### src/rtl/pipeline_ctrl.sv
// Pipeline hazard controller: Mealy stall/flush/freeze control for a 4-latch pipeline.
// Optional PIPE_PERF_EN adds saturating stall_cnt / flush_cnt performance counters.
module pipeline_ctrl (
  input  logic        CLK,
  input  logic        RST,
  input  logic        ihit,
  input  logic        dhit,
  input  logic        dmem_req,
  input  logic        branch_taken,
  input  logic        load_use,
  input  logic        halt_wb,
  output logic        pc_en,
  output logic        ifid_freeze,
  output logic        ifid_flush,
  output logic        idex_freeze,
  output logic        idex_flush,
  output logic        exmem_freeze,
  output logic        exmem_flush,
  output logic        memwb_freeze,
  output logic        memwb_flush,
  output logic        halted,
  output logic [1:0]  state
`ifdef PIPE_PERF_EN
  ,
  output logic [31:0] stall_cnt,
  output logic [31:0] flush_cnt
`endif
);

  typedef enum logic [1:0] {
    RUN    = 2'd0,
    DWAIT  = 2'd1,
    HALTED = 2'd2
  } state_t;

  state_t state_r;
  state_t state_nxt;
  state_t cur;
  logic   dstall;
  logic   flush_evt;

  // Outputs follow RUN rules while reset is held, regardless of the stored state.
  assign cur   = RST ? RUN : state_r;
  assign state = state_r;

  always_ff @(posedge CLK) begin
    if (RST) begin
      state_r <= RUN;
    end else begin
      state_r <= state_nxt;
    end
  end

  always_comb begin
    pc_en        = 1'b0;
    ifid_freeze  = 1'b0;
    ifid_flush   = 1'b0;
    idex_freeze  = 1'b0;
    idex_flush   = 1'b0;
    exmem_freeze = 1'b0;
    exmem_flush  = 1'b0;
    memwb_freeze = 1'b0;
    memwb_flush  = 1'b0;
    halted       = 1'b0;
    flush_evt    = 1'b0;
    dstall       = 1'b0;
    state_nxt    = cur;

    if (cur == HALTED) begin
      ifid_freeze  = 1'b1;
      idex_freeze  = 1'b1;
      exmem_freeze = 1'b1;
      memwb_freeze = 1'b1;
      halted       = 1'b1;
    end else begin
      pc_en  = 1'b1;
      // Once waiting on data, only dhit releases the stall.
      dstall = (cur == DWAIT) ? !dhit : (dmem_req && !dhit);
      if (dstall) begin
        pc_en        = 1'b0;
        ifid_freeze  = 1'b1;
        idex_freeze  = 1'b1;
        exmem_freeze = 1'b1;
        memwb_flush  = 1'b1;
        state_nxt    = DWAIT;
      end else begin
        state_nxt = RUN;
        if (branch_taken) begin
          ifid_flush  = 1'b1;
          idex_flush  = 1'b1;
          exmem_flush = 1'b1;
          flush_evt   = 1'b1;
        end else if (load_use) begin
          pc_en       = 1'b0;
          ifid_freeze = 1'b1;
          idex_flush  = 1'b1;
        end else if (!ihit) begin
          pc_en      = 1'b0;
          ifid_flush = 1'b1;
        end
      end
      if (halt_wb) begin
        state_nxt = HALTED;
      end
    end
  end

`ifdef PIPE_PERF_EN
  logic [31:0] stall_cnt_r;
  logic [31:0] flush_cnt_r;

  assign stall_cnt = stall_cnt_r;
  assign flush_cnt = flush_cnt_r;

  always_ff @(posedge CLK) begin
    if (RST) begin
      stall_cnt_r <= 32'd0;
      flush_cnt_r <= 32'd0;
    end else begin
      if (!pc_en && cur != HALTED && stall_cnt_r != 32'hFFFF_FFFF) begin
        stall_cnt_r <= stall_cnt_r + 32'd1;
      end
      if (flush_evt && flush_cnt_r != 32'hFFFF_FFFF) begin
        flush_cnt_r <= flush_cnt_r + 32'd1;
      end
    end
  end
`else
  logic unused_flush_evt;
  assign unused_flush_evt = flush_evt;
`endif

endmodule

### config.mk
export PLATFORM = sky130hd
export DESIGN_NAME = pipeline_ctrl
export DESIGN_NICKNAME = d
export VERILOG_FILES = /design/src/rtl/pipeline_ctrl.sv
export SDC_FILE = /design/constraint.sdc
export NUM_CORES = 1
export LEC_CHECK = 0
export CAP_MARGIN = 15
export CORE_AREA = 2 2 39 41
export DETAILED_ROUTE_END_ITERATION = 8
export DIE_AREA = 0 0 41 43
export GPL_TIMING_DRIVEN = 0
export PLACE_DENSITY = 0.48
export SLEW_MARGIN = 40
export SYNTH_ARGS = -nofsm -noshare
export SYNTH_HDL_FRONTEND = slang
export SYNTH_SLANG_ARGS = --single-unit
### constraint.sdc
create_clock -name CLK -period 2.2 [get_ports CLK]
set_clock_uncertainty 0.05 [all_clocks]
set_input_delay 0.22 -clock CLK [delete_from_list [all_inputs] [get_ports CLK]]
set_output_delay 0.22 -clock CLK [all_outputs]
set_load 0.1 [all_outputs]
Word level (Yosys, flattened, before mapping)

Index checks and enable logic that the tools add are counted.

Register bits: 2
Latch bits: 0
RAM bits: 0
ROM bits: 0
Input bits: 8
Output and inout bits: 12
Logic and storage cells: 34
Memories kept: 0

Add/sub/neg operators: 0
$mul: 0
Divide/modulo/power cells: 0
$lt $le $gt $ge: 0
Equal/unequal tests: 2
Shift-type cells: 0
Muxes and demuxes: 29
Bitwise logic cells: 0
Reduce and logical (&&, ||, !) cells: 2

Operator list:

| operator                                            | number |
|---|---|
| two-way mux 1 bit                                   | 26 |
| two-way mux 2 bit                                   | 3 |
| equality test 2 x 1 -> 1 bit, second input constant | 1 |
| equality test 2 bit, second input constant          | 1 |
| logical AND 1 bit                                   | 1 |
| zero test 1 bit                                     | 1 |

Depth between registers and ports, before layout

Gate-level depths: netlist of the first run.

Depth after elaboration: 6
Gate-level depth with buffers: 3
Depth with buffers taken out: 3

Worst setup path after synthesis of the first run

Ideal clock, no wire load.

Kind: flip-flop to output port
Start point: register state_r[1] (netlist: state[1])
End point: output ifid_freeze
Arrival: 4911 ps
Data required time: 1930 ps
Slack: -2981 ps
Cell stages (with the launch flop): 4
Path buffers: 0
Path through: dfxtp_1 nor3b_1 a311o_2 a21o_1

Word-level cells in the longest chain between the ends: 5
Elaborated cells between the ends (all ways): 6
Classes of those cells: 2 x eq/ne; 4 x mux

Ends and longest elaborated chain:

| what                         | RTL line | text |
|---|---|---|
| start: declaration           | 36       | `state_t state_r;` |
| start signal: assignment     | 50       | `state_r <= state_nxt;` |
| two-way mux 2 bit *          | 43       | `assign cur = RST ? RUN : state_r;` |
| equality test 2 x 1 -> 1 bit | 78       | `dstall = (cur == DWAIT) ? !dhit : (dmem_req && !dhit);` |
| two-way mux 1 bit            | 78       |  |
| two-way mux 1 bit            | 79       | `if (dstall) begin` |
| two-way mux 1 bit *          | 69       | `if (cur == HALTED) begin` |
| end: declaration             | 13       | `output logic ifid_freeze,` |

Every way passes the cells marked *; elsewhere a longest branch is shown, timed or not.

Final worst setup path of the first run

Start point: input RST
End point: output pc_en

Word-level cells in the longest chain between the ends: 5
Elaborated cells between the ends (all ways): 6
Classes of those cells: 2 x eq/ne; 4 x mux

Ends and longest elaborated chain:

| what                         | RTL line | text |
|---|---|---|
| start: declaration           | 5        | `input logic RST,` |
| two-way mux 2 bit *          | 43       |  |
| equality test 2 x 1 -> 1 bit | 78       |  |
| two-way mux 1 bit            | 78       |  |
| two-way mux 1 bit            | 79       |  |
| two-way mux 1 bit *          | 69       |  |
| end: declaration             | 12       | `output logic pc_en,` |

Marked as above.

==> results of run 1 <==
==> through the flow <==
| step | util | setup TNS (ns) |
|---|---|---|
| 6_report | 0.3137 | 0 |
| 5_1_grt | 0.3137 | 0 |
| 4_1_cts | 0.3137 | 0 |
| 3_5_place_dp | 0.2839 | -0.2492 |
| 3_3_place_gp | 0.3273 | -6.288 |
| 2_1_floorplan | - | -3.970 |
==> power groups by stage <==
stage | Combinational, mW | Sequential (mW) | Clock (mW)
6_report | 0.196 | 0.0399 | 0.0933
5_1_grt | 0.202 | 0.0400 | 0.100
4_1_cts | 0.197 | 0.0399 | 0.0982
3_5_place_dp | 0.191 | 0.0405 | 0
3_3_place_gp | 0.206 | 0.0405 | 0
2_1_floorplan | 0.146 | 0.0523 | 0
==> logic make-up after synthesis <==
group	count (synthesis)	share of synthesized area
and+or+nand+nor	14	0.3733
AOI/OAI and AO/OA	6	0.2183
buffers and inverters	4	0.1268
DFF	2	0.2254
adders and majority gates	1	0.05634
==> layer usage <==
layer / GRT usage / vias to the layer above / share of wire
li1: - / 135 / -
met2: 0.08438 / 10 / 0.43
met3: 0.01571 / 2 / 0.054
met1: 0.1044 / 114 / 0.49
met5: 0 / - / 0
met4: 0.08000 / 0 / 0.023
==> area by class of cell <==
type	count	area, um2
plain buffers	2	18.77
multi-input cells	21	171.4
clock buffers	4	26.28
repair buffers	19	145.1
fillers	153	949.7
well taps	16	20.02
inverters	2	7.507
flip-flops and latches	2	45.04
==> critical path: stages <==
cell,delay (ns)
clkdlybuf4s50_1,0.59
nor2_1,0.10
a311o_2,0.52
a21oi_4,0.14
buf_4,0.30
==> placed cells by master (no fill, tap or decap) <==
cell | Yosys | final
clkdlybuf4s50_1 | 0 | 7
buf_4 | 2 | 7
a21oi_2 | 0 | 1
clkbuf_4 | 0 | 3
nor2_1 | 10 | 7
inv_1 | 2 | 2
buf_2 | 0 | 6
dfxtp_4 | 0 | 1
a21o_4 | 0 | 1
o21ai_0 | 2 | 2
nor3b_4 | 0 | 1
nand2b_1 | 1 | 1
dfxtp_2 | 0 | 1
and3b_1 | 1 | 1
maj3_1 | 1 | 1
nor2b_1 | 1 | 1
clkbuf_1 | 0 | 1
buf_6 | 0 | 1
nor2_4 | 0 | 3
a311o_2 | 1 | 1
a21oi_4 | 0 | 1
==> how the worst max path moves through the flow <==
stage | from | slack (ns) | end | depth (start not counted)
global route | RST | 0.01 | exmem_freeze | 4
finish | RST | 0.06 | pc_en | 5
floorplan | state[1]$_SDFF_PP0_ | -0.65 | ifid_freeze | 3
detailed placement | RST | -0.08 | pc_en | 5
CTS | RST | 0.04 | pc_en | 5
global placement | RST | -0.81 | pc_en | 5
==> repair_timing <==
action,CTS,global route
endpoints found under the setup margin,6,0
resized for setup,6,0
hold buffers,0,0
endpoints found under the hold margin,0,0
==> results.toml, run 1 <==
[sta]
finalCritPeriodShare = 0.9744
fmax_mhz = 466.5
period_needed_ns = 2.144
worst_pin_slew_ns = 0.4861
rsz0062_at_grt = "false"
maxSlewHeadroom = 0.6781
hold_viol = 0
finalSetupViolCount = 0
maxSlewViolCount = 0
hold_ws_ns = 0.5406
timing.final.ws_setup_ns = 0.05625

[yosys]
yosys_register_bits = 2
synth_ff_type = "dfxtp_1"
ys_types = 13
synth_area_leader_cell = "dfxtp_1"
postSynthCellCount = 27
synth-edff-count = 0
synth_area_um2 = 177.7
yosys.area.top_type_share = 0.2254
yosysSeqAreaShare = 0.2254
synth_fp_nets = 35
ys_warn_count = 0
syn_avg_cell_area_um2 = 6.580
synth_most_common_cell = "nor2_1"
ys_top_cells_by_area = "dfxtp_1 (23%), nor2_1 (21%), buf_4 (8.5%)"
async_flop_share = 0

[routing]
detail_route.vias_per_cell = 3.955
post_drt_wl_per_cell_um = 9.273
vias = 261
drc = 0
antenna_left = 0
drt_iter0_drc = 5
routed_wl_um = 612
dr.pass1.iters = 4

[final_layout]
area_delta_synth_final_pct = 144.4
fin_area_um2 = 434.2
final_nets = 59
num_antenna_cells = 0
finalNonFillerCells = 66
drive_above_1_share = 0.5400
largest_reg_flops = 2

[grt]
grt_pass1_vias = 213
grt_pass1_wl_um = 862
antenna_found_initial = 0
grt_overflow = 0
grt_usage = 0.07493
grt_max_degree = 8

[floorplan]
die-area_um2 = 1763
io_pins = 20
std_cell_rows = 14
core-area_um2 = 1384
dieWidth_um = 41
initial_utilization = 0.1284
die_h_um = 43

[power_and_ir_drop]
power_density_nw_per_um2 = 758.8
combPwrFrac = 0.596
swShare = 0.5353
p_seq_frac = 0.121
ir_drop_mv = 0.2147
p_total_mw = 0.3294
p_int_mw = 0.1531
p_clk_frac = 0.283
p_leak_nw = 0.1959
p_sw_mw = 0.1764

[worst_setup_path]
cp_max_fo = 7
critPathRequiredTime_ns = 1.93
r2r_end = "state[0]$_SDFF_PP0_"
critPathLaunchType = "input pin"
cp.arrival_ns = 1.87
reg2reg_depth = 3
critPathKind = "input pin to output port"
end_kind = "output port"
reg2reg_slack_ns = 1.10
r2r_start = "state[1]$_SDFF_PP0_"

[job]
maxCapViolations = 0

[clock_network]
clockBufferDepth = 2
cts_made_buffers = 3
root_buffer = "clkbuf_4"
clkSinkCount = 2
clk_latency_ns = 0.23
cts_setup_buffers = 0
clk_pin_slew_ns = 0.04
cts_tree = "yes"
htree_levels = 1

[hold_path]
min_path_cells = 3
holdPathEnd = "state[1]$_SDFF_PP0_"
worstHoldPathType = "input pin to flop"
hold_start = "halt_wb"

[status]
outcome = "complete, no violations"

[placement]
dp_cells = 62
preCtsSetupSlack_ns = -0.07896
placed_area_um2 = 392.9
port_buffers = 19
place.gp.congestion = 0.6645
Power figures use the tool's default switching activity.
==> run 2, diff against run 1 <==
- CELL_PAD_IN_SITES_DETAIL_PLACEMENT: not set -> 1
- CELL_PAD_IN_SITES_GLOBAL_PLACEMENT: not set -> 1
- CTS_CLUSTER_SIZE: not set -> 30
- PLACE_DENSITY: 0.48 -> 0.7
- clock period: 2.2 -> 2.4 ns (I/O delays scaled with it)
==> run 2 against run 1 <==
First-iteration DRC count shrank 80%. Clock power shrank 6.6%. Sequential power shrank 8.5%. Power shrank 9.6%.
==> results.toml, run 2 (synthesis results as in run 1) <==
[clock_network]
clkSinkCount = 2
cts_made_buffers = 3
clockBufferDepth = 2
root_buffer = "clkbuf_4"
cts_setup_buffers = 0
cts_tree = "yes"
post_cts_resized = 0
htree_levels = 1
clk_latency_ns = 0.23
clk_pin_slew_ns = 0.04
holdBufCountCts = 0

[worst_setup_path]
cp_cell_sequence = "clkdlybuf4s50_1, nor2_1, a311o_2, a21oi_4, buf_2"
end_kind = "output port"
critPathRequiredTime_ns = 2.11
slowest_delay_ns = 0.60
critPathLaunchType = "input pin"
critPathSlowestCell = "clkdlybuf4s50_1"
cp_max_fo = 7
cp.arrival_ns = 2.03
critPathKind = "input pin to output port"

[sta]
hold_viol = 0
maxSlewHeadroom = 0.6742
finalCritPeriodShare = 0.9662
timing.final.ws_setup_ns = 0.08122
fmax_mhz = 431.3
hold_ws_ns = 0.5550
finalSetupViolCount = 0
worst_pin_slew_ns = 0.4921
rsz0062_at_grt = "false"
maxSlewViolCount = 0
period_needed_ns = 2.319

[floorplan]
die_h_um = 43
io_pins = 20
initial_utilization = 0.1284
std_cell_rows = 14
dieWidth_um = 41
core-area_um2 = 1384
die-area_um2 = 1763

[power_and_ir_drop]
power_density_nw_per_um2 = 710.6
ir_drop_mv = 0.2982
p_leak_nw = 0.1917

[placement]
dp_cells = 62
port_buffers = 19
place.gp.congestion = 0.6127
preCtsSetupSlack_ns = 0.05737

[routing]
drc = 0
drt_iter0_drc = 1
dr.pass1.iters = 3
routed_wl_um = 667
detail_route.vias_per_cell = 4.045
post_drt_wl_per_cell_um = 10.11
antenna_left = 0
vias = 267

[grt]
grt_pass1_vias = 279
grt_pass1_wl_mm = 1.138
grt_usage = 0.1070
grt_overflow = 0
grt_max_degree = 8
antenna_found_initial = 0

[final_layout]
largest_reg_flops = 2
num_antenna_cells = 0
area_delta_synth_final_pct = 135.9
final_common_cell = "buf_2"
finalNonFillerCells = 66
layout_common_cells = "buf_2 (12), nor2_1 (7), clkdlybuf4s50_1 (7)"
postLayoutCoreUtil = 0.3029
drive_above_1_share = 0.5400
final_nets = 59

[job]
maxCapViolations = 0

[hold_path]
worstHoldPathType = "flop to flop"

[status]
outcome = "complete, no violations"
[run 2: cell count changes in the layout (fill, tap and decap cells not counted)]
cell	before	now
buf_2	6	12
buf_4	7	1
[run 2: where the power goes]
group          switching (mW)  leakage, nW  internal [mW]
logic                   0.136        0.159         0.0381
registers             0.00176       0.0175         0.0348
clock network          0.0249       0.0150         0.0622
total                   0.163        0.192          0.135
[run 2: stage by stage]
stage	setup TNS, ns	power [mW]	cell area, um2
floorplan	-2.710	0.1815	242.7
detailed placement	0	0.2127	392.9
global route	0	0.3145	419.2
finish	0	0.2979	419.2
global placement	-4.610	0.2261	452.9
CTS	0	0.3031	419.2
[run 2: final cells by class]
class,instances,area [um2]
sequential,2,45.04
buffer,2,18.77
clock buffer,4,26.28
multi-input combinational,21,171.4
tap,16,20.02
inverter,2,7.507
fill,181,964.7
timing repair buffer,19,130.1
[run 2: final timing paths]
kind / slack, ns / endpoint / depth (start not counted) / startpoint
hold reg to reg: 0.55 / state[1]$_SDFF_PP0_ / 3 / state[0]$_SDFF_PP0_
hold / removal: 0.55 / state[1]$_SDFF_PP0_ / 3 / state[0]$_SDFF_PP0_
setup reg to reg: 1.31 / state[0]$_SDFF_PP0_ / 3 / state[1]$_SDFF_PP0_
setup / recovery: 0.08 / pc_en / 5 / RST
[run 2: worst max-delay path, delay by kind of cell]
kind                   cells  cell delay [ns]
and+or+nand+nor            1             0.09
AOI/OAI and AO/OA          2             0.66
buffers and inverters      2             1.04
[run 2: layer usage]
layer  vias up  GRT usage  wire [um]
li1        134          -          -
met1       117    0.09206        232
met2        12     0.1594        347
met3         4    0.01571         37
met4         0     0.1600         49
met5         -          0          0
